<file path="config.mk">
export PLATFORM = sky130hd
export DESIGN_NAME = serial_add_sub_ctrl
export DESIGN_NICKNAME = d
export VERILOG_FILES = /design/src/rtl/serial_add_sub_ctrl.sv
export SDC_FILE = /design/constraint.sdc
export NUM_CORES = 1
export LEC_CHECK = 0
export BUFFER_PORTS_ARGS = -buffer_cell sky130_fd_sc_hd__buf_2
export CAP_MARGIN = 20
export CORE_MARGIN = 2
export CORE_UTILIZATION = 47
export CTS_CLUSTER_SIZE = 16
export DETAILED_ROUTE_END_ITERATION = 6
export MAX_ROUTING_LAYER = met4
export PLACE_DENSITY = 0.69
export SYNTH_ARGS = -nofsm -noshare
export SYNTH_HDL_FRONTEND = slang
export SYNTH_SLANG_ARGS = --single-unit
</file>
<file path="constraint.sdc">
create_clock -name CLK -period 3.25 [get_ports CLK]
set_clock_uncertainty 0.1 [all_clocks]
set_input_delay 0.4875 -clock CLK [delete_from_list [all_inputs] [get_ports CLK]]
set_output_delay 0.4875 -clock CLK [all_outputs]
set_load 0.01 [all_outputs]
</file>
<file path="src/rtl/serial_add_sub_ctrl.sv">
// rtl/serial_add_sub_ctrl.sv - bit-serial add/subtract unit sharing one full adder across all bits
//
// Purpose:
//   Computes A+B (M=0) or A-B (M=1, two's complement) one bit per clock,
//   LSB first, using a single 1-bit full adder. A START/BUSY/DONE handshake
//   frames each operation. Results are held until the next one completes.
//
// Ports:
//   CLK     in   1      clock, rising-edge active
//   RST_N   in   1      asynchronous active-low reset
//   START   in   1      request, sampled only while idle
//   M       in   1      mode: 0 = add, 1 = subtract (sampled with START)
//   A       in   WIDTH  operand A (sampled with START)
//   B       in   WIDTH  operand B (sampled with START)
//   BUSY    out  1      high while bits are being processed
//   DONE    out  1      one-cycle pulse when RESULT/C_OUT/OVF are new
//   RESULT  out  WIDTH  sum or difference modulo 2^WIDTH
//   C_OUT   out  1      final carry; in subtract mode 1 means no borrow
//   OVF     out  1      signed overflow (carry into MSB xor carry out of MSB)

// 1-bit full adder: the only arithmetic element in the datapath.
module full_adder (
    input  logic a,
    input  logic b,
    input  logic cin,
    output logic sum,
    output logic cout
);

    assign sum  = a ^ b ^ cin;
    assign cout = (a & b) | (a & cin) | (b & cin);

endmodule

module serial_add_sub_ctrl #(
    parameter int WIDTH = 4
) (
    input  logic             CLK,
    input  logic             RST_N,
    input  logic             START,
    input  logic             M,
    input  logic [WIDTH-1:0] A,
    input  logic [WIDTH-1:0] B,
    output logic             BUSY,
    output logic             DONE,
    output logic [WIDTH-1:0] RESULT,
    output logic             C_OUT,
    output logic             OVF
);

    // Counter must hold 0..WIDTH-1; one extra bit keeps it safe at WIDTH=2^n.
    localparam int CW = $clog2(WIDTH) + 1;
    localparam logic [CW-1:0] LAST_BIT = CW'(WIDTH - 1);

    typedef enum logic [1:0] {
        S_IDLE = 2'd0,
        S_RUN  = 2'd1,
        S_FIN  = 2'd2
    } state_t;

    state_t           state;
    logic [WIDTH-1:0] op_a;
    logic [WIDTH-1:0] op_b;
    logic [WIDTH-1:0] res_sr;
    logic             carry;
    logic [CW-1:0]    bit_cnt;

    logic             fa_sum;
    logic             fa_cout;
    logic [WIDTH-1:0] res_next;

    full_adder u_fa (
        .a    (op_a[0]),
        .b    (op_b[0]),
        .cin  (carry),
        .sum  (fa_sum),
        .cout (fa_cout)
    );

    // Each new sum bit enters at the MSB and walks right; after WIDTH
    // shifts the first (bit-0) sum has reached position 0.
    assign res_next = {fa_sum, res_sr[WIDTH-1:1]};

    always_ff @(posedge CLK or negedge RST_N) begin
        if (!RST_N) begin
            state   <= S_IDLE;
            op_a    <= '0;
            op_b    <= '0;
            res_sr  <= '0;
            carry   <= 1'b0;
            bit_cnt <= '0;
            BUSY    <= 1'b0;
            DONE    <= 1'b0;
            RESULT  <= '0;
            C_OUT   <= 1'b0;
            OVF     <= 1'b0;
        end else begin
            case (state)
                S_IDLE: begin
                    DONE <= 1'b0;
                    if (START) begin
                        // Subtract as A + ~B + 1: invert B and seed the carry with M.
                        op_a    <= A;
                        op_b    <= B ^ {WIDTH{M}};
                        carry   <= M;
                        bit_cnt <= '0;
                        BUSY    <= 1'b1;
                        state   <= S_RUN;
                    end
                end

                S_RUN: begin
                    op_a    <= op_a >> 1;
                    op_b    <= op_b >> 1;
                    res_sr  <= res_next;
                    carry   <= fa_cout;
                    bit_cnt <= bit_cnt + CW'(1);
                    if (bit_cnt == LAST_BIT) begin
                        // MSB bit: carry is still the carry into the MSB here,
                        // fa_cout is the carry out of it.
                        BUSY   <= 1'b0;
                        DONE   <= 1'b1;
                        RESULT <= res_next;
                        C_OUT  <= fa_cout;
                        OVF    <= carry ^ fa_cout;
                        state  <= S_FIN;
                    end
                end

                S_FIN: begin
                    DONE  <= 1'b0;
                    state <= S_IDLE;
                end

                default: begin
                    BUSY  <= 1'b0;
                    DONE  <= 1'b0;
                    state <= S_IDLE;
                end
            endcase
        end
    end

endmodule
</file>
==> results.py, run 1 <==
metrics = {
    "status": {
        "outcome": "complete, no violations",
    },
    "drt": {
        "drt-total-wl_um": 1820,
        "number_of_iterations_in_the_first_detailed_routing_pass": 3,
        "initialDrtViolationCount": 9,
        "route.detailed.vias_per_inst": 5.02,
        "route.detailed.drc": 0,
        "wl_per_cell_um": 12.5,
        "ant_nets": 0,
        "detailroute.via_count": 728,
    },
    "place": {
        "post_dp_cell_area_mm2": 0.00121,
        "finalWeightedCongestion": 0.697,
        "port-buffer-count": 19,
        "hpwlAfterDp_um": 1260,
    },
    "grt": {
        "globalRoute.totalOverflow": 0,
        "grt_antenna_before_repair": 0,
        "first_global_vias": 718,
        "grt.total_usage_pct": 16.1,
        "grt_pass1_wl_um": 3130,
        "largest_net_degree_at_the_start_of_global_routing": 26,
    },
    "power": {
        "p_seq_share_pct": 50.0,
        "p_sw_share_pct": 37.0,
        "p_per_area_mw_per_mm2": 863,
        "switching_power_mw": 0.397,
        "fin_total_pwr_mw": 1.07,
        "p_leak_nw": 0.627,
        "power_frac_comb_pct": 36.7,
        "clockPowerShare_pct": 13.3,
        "vdd.ir_drop.worst_uv": 491,
        "internal_power_mw": 0.675,
    },
    "floorplan": {
        "fp.dieArea_mm2": 0.00277,
        "die_height_um": 52.6,
        "fp.dieW_um": 52.6,
        "core-area_mm2": 0.00223,
        "rows": 17,
        "floorplan.initialDensity_pct": 49.7,
        "design.portCount": 20,
    },
    "finish": {
        "finish.instance_area_mm2": 0.00124,
        "final_layout_size_suffix_gt1_share_pct": 25.6,
        "layout.nets": 133,
        "regArea_um2": 626,
        "synthToLayoutAreaGrowth_pct": 11.8,
        "fillerInstances": 208,
        "diodes": 0,
        "multiInputGateArea_um2": 442,
    },
    "synth": {
        "synth.net_count": 113,
        "synth-seq-area-share_pct": 56.3,
        "postSynthAreaPerCell_um2": 11.3,
        "synth_most_common_cell": "sky130_fd_sc_hd__dfrtp_1",
        "synth_common_cells": "sky130_fd_sc_hd__dfrtp_1, sky130_fd_sc_hd__nand2_1, sky130_fd_sc_hd__o21ai_0",
        "library_cell_occupying_the_most_area_in_the_post_synthesis_netlist": "sky130_fd_sc_hd__dfrtp_1",
        "post-synth-top-area-fraction_pct": 56.3,
        "netlist_area_pre_place_mm2": 0.00111,
        "netlist_instances": 98,
        "synth_area_leaders": "sky130_fd_sc_hd__dfrtp_1, sky130_fd_sc_hd__nand2_1, sky130_fd_sc_hd__mux2_2",
        "synth_enable_flop_cells": 0,
        "yosys_most_used_dff": "sky130_fd_sc_hd__dfrtp_1",
        "yosysWarningCount": 0,
        "synth-seq-cells": 25,
        "synthArstFlopShare_pct": 100,
        "yosys_cell_types": 27,
    },
    "worst_setup_path": {
        "critPathCaptureType": "register",
        "r2r.worst_path.cells": 4,
        "worst_r2r_endpoint": "RESULT[3]",
        "criticalPathCategory": "register to register",
        "r2r_start": "bit_cnt[0]",
        "reg2reg_setup_slack_ps": 1630,
        "required_ps": 3360,
        "critPathMaxFanout": 8,
        "start_kind": "register",
        "crit_arrival_ps": 1730,
    },
    "sta": {
        "fin_crit_sh_pct": 49.9,
        "fmax_mhz": 616,
        "rsz0062_at_grt": "false",
        "post-route-min-period_ps": 1620,
        "slew_viol_final": 0,
        "hold_viol": 0,
        "fin_tns_setup_ps": 0,
        "worst_slew_margin_rel_pct": 64.5,
        "timing.hold.ws_ps": 22.0,
        "finalSetupViolations": 0,
        "tightestPinTransition_ps": 533,
    },
    "clock_tree": {
        "cts_buffer_depth": 2,
        "clkLatencyLatePin_ps": 320,
        "cts_tree": "built",
        "post_cts.repair.setup_buffers": 0,
        "tritoncts_num_sinks": 25,
        "cts_hold_repair.buffers": 0,
        "tritoncts.num_buffers": 3,
        "root_cell_of_the_clock_tree": "sky130_fd_sc_hd__clkbuf_4",
        "htree_num_levels": 1,
        "cts.clk_slew.worst_paths_ps": 150,
        "ctsResizeCount": 0,
    },
    "run": {
        "cap_violations": 0,
    },
    "hold_path": {
        "hold_class": "input pin to async pin",
    },
}
[power by group through the flow]
| stage | registers, mW | logic, mW | clock network (mW) |
|---|---|---|---|
| finish | 0.536 | 0.394 | 0.142 |
| global route | 0.561 | 0.452 | 0.157 |
| CTS | 0.538 | 0.400 | 0.147 |
| detailed placement | 0.545 | 0.399 | 0 |
| global placement | 0.541 | 0.386 | 0 |
| floorplan | 0.528 | 0.307 | 0 |
[logic make-up (layout without fill, tap and decap cells)]
family                     count (synthesis)  count (layout)  share of synthesized area, %
AOI/OAI and AO/OA                         22              22                          13.9
adders and majority gates                  3               3                          4.05
xor gates and xnor gates                   5               5                          3.94
DFF                                       25              25                          56.3
muxes                                      5               5                          5.07
and+or+nand+nor                           30              30                          12.8
buffers and inverters                      8              27                          3.94
[cell type report]
cell class                 instances  share of cell area (%)
multi-input combinational         65                    35.5
tap                               28                    2.82
sequential                        25                    50.4
clock inverter                     1                   0.604
timing repair buffer              19                    7.65
clock buffer                       3                    1.81
inverter                           4                    1.21
[worst max-delay path by stage]
stage	from	end
floorplan	bit_cnt[0]	C_OUT
global placement	bit_cnt[0]	RESULT[0]
detailed placement	bit_cnt[0]	RESULT[3]
CTS	bit_cnt[0]	RESULT[3]
global route	bit_cnt[0]	RESULT[3]
finish	bit_cnt[0]	RESULT[3]
[metal layers]
metal | GRT usage, % | part of all wire (%) | vias up
li1 | - | - | 379
met1 | 21.8 | 53 | 330
met2 | 24.2 | 42 | 17
met3 | 2.57 | 4.2 | 2
met4 | 6.41 | 0.88 | 0
met5 | - | 0 | -
[sequential cells by signal, summed over array words and instances (netlist names), 2 cells and up]
register and count:
res_sr 3, state 2, op_a 4, RESULT 4, op_b 4, bit_cnt 3
[per-stage QoR]
| stage | util (%) | std cells | worst slack, ps |
|---|---|---|---|
| 3_5_place_dp | 54.3 | 141 | 1650 |
| 5_1_grt | 55.6 | 145 | 1550 |
| 4_1_cts | 55.6 | 145 | 1620 |
| 2_1_floorplan | - | 98 | 1740 |
| 3_3_place_gp | 54.3 | 141 | 1690 |
| 6_report | 55.6 | 145 | 1630 |
[placed cells by master, fill, tap and decap left out, types with 3 or more instances in the layout]
master                     synthesis  routed
sky130_fd_sc_hd__nand2_1          18      18
sky130_fd_sc_hd__o21ai_0           8       8
sky130_fd_sc_hd__nor2_1            3       3
sky130_fd_sc_hd__inv_1             4       4
sky130_fd_sc_hd__mux2_2            5       5
sky130_fd_sc_hd__dfrtp_1          25      25
sky130_fd_sc_hd__buf_2             1      19
sky130_fd_sc_hd__a221o_1           3       3
sky130_fd_sc_hd__xnor2_1           3       3
sky130_fd_sc_hd__a22oi_1           3       3
sky130_fd_sc_hd__clkbuf_4          0       3
[critical path: stages (launching register included)]
cell and delay, ps:
sky130_fd_sc_hd__dfrtp_1 420, sky130_fd_sc_hd__ha_1 200, sky130_fd_sc_hd__ha_1 230, sky130_fd_sc_hd__nand3b_2 200, sky130_fd_sc_hd__mux2_2 360
Power figures use the tool's default switching activity.
==> inputs of run 2 (changes only) <==
==> constraint.sdc (replaced) <==
create_clock -name CLK -period 1.7 [get_ports CLK]
set_clock_uncertainty 0.1 [all_clocks]
set_input_delay 0.255 -clock CLK [delete_from_list [all_inputs] [get_ports CLK]]
set_output_delay 0.255 -clock CLK [all_outputs]
set_load 0.01 [all_outputs]
==> run 2 against run 1 <==
Register-to-register slack worse by 1500 ps. Sequential cell count stayed put. Total power is 99% higher. Clock power is 85% higher. Non-clock buffer count is 5 higher. Critical endpoint is now RESULT[1]. Highest routed layer unchanged.
==> results.py, run 2 (synthesis results as in run 1) <==
metrics = {
    "status": {
        "outcome": "complete, no violations",
    },
    "grt": {
        "grt_antenna_before_repair": 0,
        "globalRoute.totalOverflow": 0,
        "grt.total_usage_pct": 17.5,
        "grt_pass1_wl_um": 3450,
        "largest_net_degree_at_the_start_of_global_routing": 26,
        "grtUsageMet3_pct": 2.57,
        "grtUsageMet2_pct": 29.2,
        "grt.busiest_layer": "met2",
        "first_global_vias": 820,
        "met1_usage_in_global_routing_pct": 21.7,
    },
    "sta": {
        "hold_viol": 0,
        "finalSetupViolations": 0,
        "tightestPinTransition_ps": 551,
        "rsz0062_at_grt": "false",
        "fin_tns_setup_ps": 0,
        "final_critical_path_setup_slack_ps": 108,
        "slew_viol_final": 0,
        "worst_slew_margin_rel_pct": 63.3,
        "fmax_mhz": 628,
        "post-route-min-period_ps": 1590,
        "fin_crit_sh_pct": 93.7,
    },
    "finish": {
        "fillerInstances": 204,
        "largest_registers": "RESULT x4, op_a x4, op_b x4",
        "finish.cell_count_without_fillers": 150,
        "commonest_non_fill_non_tap_cells_in_the_layout": "sky130_fd_sc_hd__dfrtp_1, sky130_fd_sc_hd__buf_2, sky130_fd_sc_hd__nand2_1, sky130_fd_sc_hd__o21ai_0, sky130_fd_sc_hd__mux2_2",
        "synthToLayoutAreaGrowth_pct": 16.0,
        "final_layout_size_suffix_gt1_share_pct": 27.9,
        "layout.nets": 138,
        "layout.cells.most_common": "sky130_fd_sc_hd__dfrtp_1",
        "diodes": 0,
        "layout.core_utilization_pct": 57.7,
        "finish.instance_area_mm2": 0.00129,
    },
    "clock_tree": {
        "clkLatencyLatePin_ps": 320,
        "cts.clk_slew.worst_paths_ps": 140,
        "cts_tree": "built",
        "cts_buffer_depth": 2,
        "root_cell_of_the_clock_tree": "sky130_fd_sc_hd__clkbuf_4",
        "htree_num_levels": 1,
        "tritoncts_num_sinks": 25,
        "post_cts.repair.setup_buffers": 0,
        "tritoncts.num_buffers": 3,
    },
    "floorplan": {
        "design.portCount": 20,
        "fp.dieArea_mm2": 0.00277,
        "core-area_mm2": 0.00223,
        "fp.dieW_um": 52.6,
        "die_height_um": 52.6,
        "floorplan.initialDensity_pct": 49.7,
        "rows": 17,
    },
    "hold_path": {
        "worstHoldStart": "A[1]",
        "hold_class": "input pin to register",
    },
    "worst_setup_path": {
        "critical_path.max_stage_delay_ps": 420,
        "critical_path.slowest_cell": "sky130_fd_sc_hd__dfrtp_1",
        "cpLargestDelayFamily": "adder cells",
        "path_cells": "ha_1 -> ha_1 -> nand3b_4 -> mux2_2",
        "start_kind": "register",
        "crit_arrival_ps": 1700,
        "critPathCaptureType": "register",
        "cp_num_buf_inv": 0,
        "critPathMaxFanout": 8,
        "r2r_start": "bit_cnt[0]",
        "criticalPathCategory": "register to register",
        "cell_mode_on_critical_path": "sky130_fd_sc_hd__ha_1",
        "required_ps": 1810,
        "crit_start": "bit_cnt[0]",
    },
    "drt": {
        "detailroute.via_count": 788,
        "initialDrtViolationCount": 6,
        "route.detailed.vias_per_inst": 5.25,
        "drt-total-wl_um": 1990,
        "number_of_iterations_in_the_first_detailed_routing_pass": 4,
        "route.detailed.drc": 0,
        "wl_per_cell_um": 13.2,
        "ant_nets": 0,
    },
    "power": {
        "p_leak_nw": 0.663,
        "power_frac_comb_pct": 40.4,
        "p_sw_share_pct": 36.7,
        "vdd.ir_drop.worst_uv": 824,
        "internal_power_mw": 1.35,
        "clockPowerShare_pct": 12.3,
        "p_seq_share_pct": 47.3,
        "switching_power_mw": 0.785,
        "p_per_area_mw_per_mm2": 1660,
    },
    "place": {
        "finalWeightedCongestion": 0.712,
        "port-buffer-count": 19,
        "dp_cells": 145,
        "place_ws_ps": 74.8,
        "hpwlAfterDp_um": 1470,
        "post_dp_cell_area_mm2": 0.00124,
    },
    "run": {
        "cap_violations": 0,
    },
}
[run 2: changes by cell type in the layout (fill, tap and decap cells not counted)]
cell                            change
sky130_fd_sc_hd__buf_4              +4
sky130_fd_sc_hd__clkinv_2           +1
sky130_fd_sc_hd__clkinvlp_4         -1
sky130_fd_sc_hd__dlygate4sd3_1      +1
sky130_fd_sc_hd__nand3b_2           -1
sky130_fd_sc_hd__nand3b_4           +1
[run 2: power groups by stage]
| stage | registers [mW] | clock network (mW) | logic (mW) |
|---|---|---|---|
| floorplan | 1.01 | 0 | 0.586 |
| global placement | 1.01 | 0 | 0.826 |
| detailed placement | 1.02 | 0 | 0.868 |
| CTS | 1.01 | 0.272 | 0.869 |
| global route | 1.05 | 0.293 | 0.994 |
| finish | 1.01 | 0.263 | 0.864 |
[run 2: cell type report]
| cell class | count | area, µm² | share of cell area (%) |
|---|---|---|---|
| Sequential cell | 25 | 626 | 48.5 |
| Multi-Input combinational cell | 65 | 450 | 35.0 |
| Timing Repair Buffer | 24 | 135 | 10.5 |
| Tap cell | 28 | 35.0 | 2.72 |
| Clock buffer | 3 | 22.5 | 1.75 |
| Inverter | 4 | 15.0 | 1.17 |
| Clock inverter | 1 | 5.00 | 0.388 |
[run 2: stage by stage]
step	hold WS, ps	total power [mW]
2_1_floorplan	-141	1.60
5_1_grt	131	2.34
3_5_place_dp	172	1.89
6_report	126	2.14
3_3_place_gp	168	1.84
4_1_cts	116	2.15
[run 2: worst paths after layout]
| kind | to | slack [ps] | cells past startpoint |
|---|---|---|---|
| setup / recovery | RESULT[1] | 110 | 4 |
| hold / removal | op_a[1] | 130 | 3 |
| setup reg to reg | RESULT[1] | 110 | 4 |
| hold reg to reg | bit_cnt[2] | 400 | 2 |
| max in group asynchronous | res_sr[1] | 790 | 2 |
| min in group asynchronous | RESULT[2] | 330 | 2 |
[run 2: repair_timing]
action                                  4_1_cts  5_1_grt
hold endpoints to repair                     25        0
hold buffers                                  1        0
gates resized for setup                       0        1
endpoints found under the setup margin        0        1
[run 2: routing by layer]
metal  vias up  routed length (µm)
li1        386                   -
met1       381                 937
met2        19                 968
met3         2                  71
met4         0                   8
met5         -                   0
[run 2: worst min-delay path: stages]
cell and delay (ps):
sky130_fd_sc_hd__buf_2 80, sky130_fd_sc_hd__a22oi_1 50, sky130_fd_sc_hd__o21ai_0 130
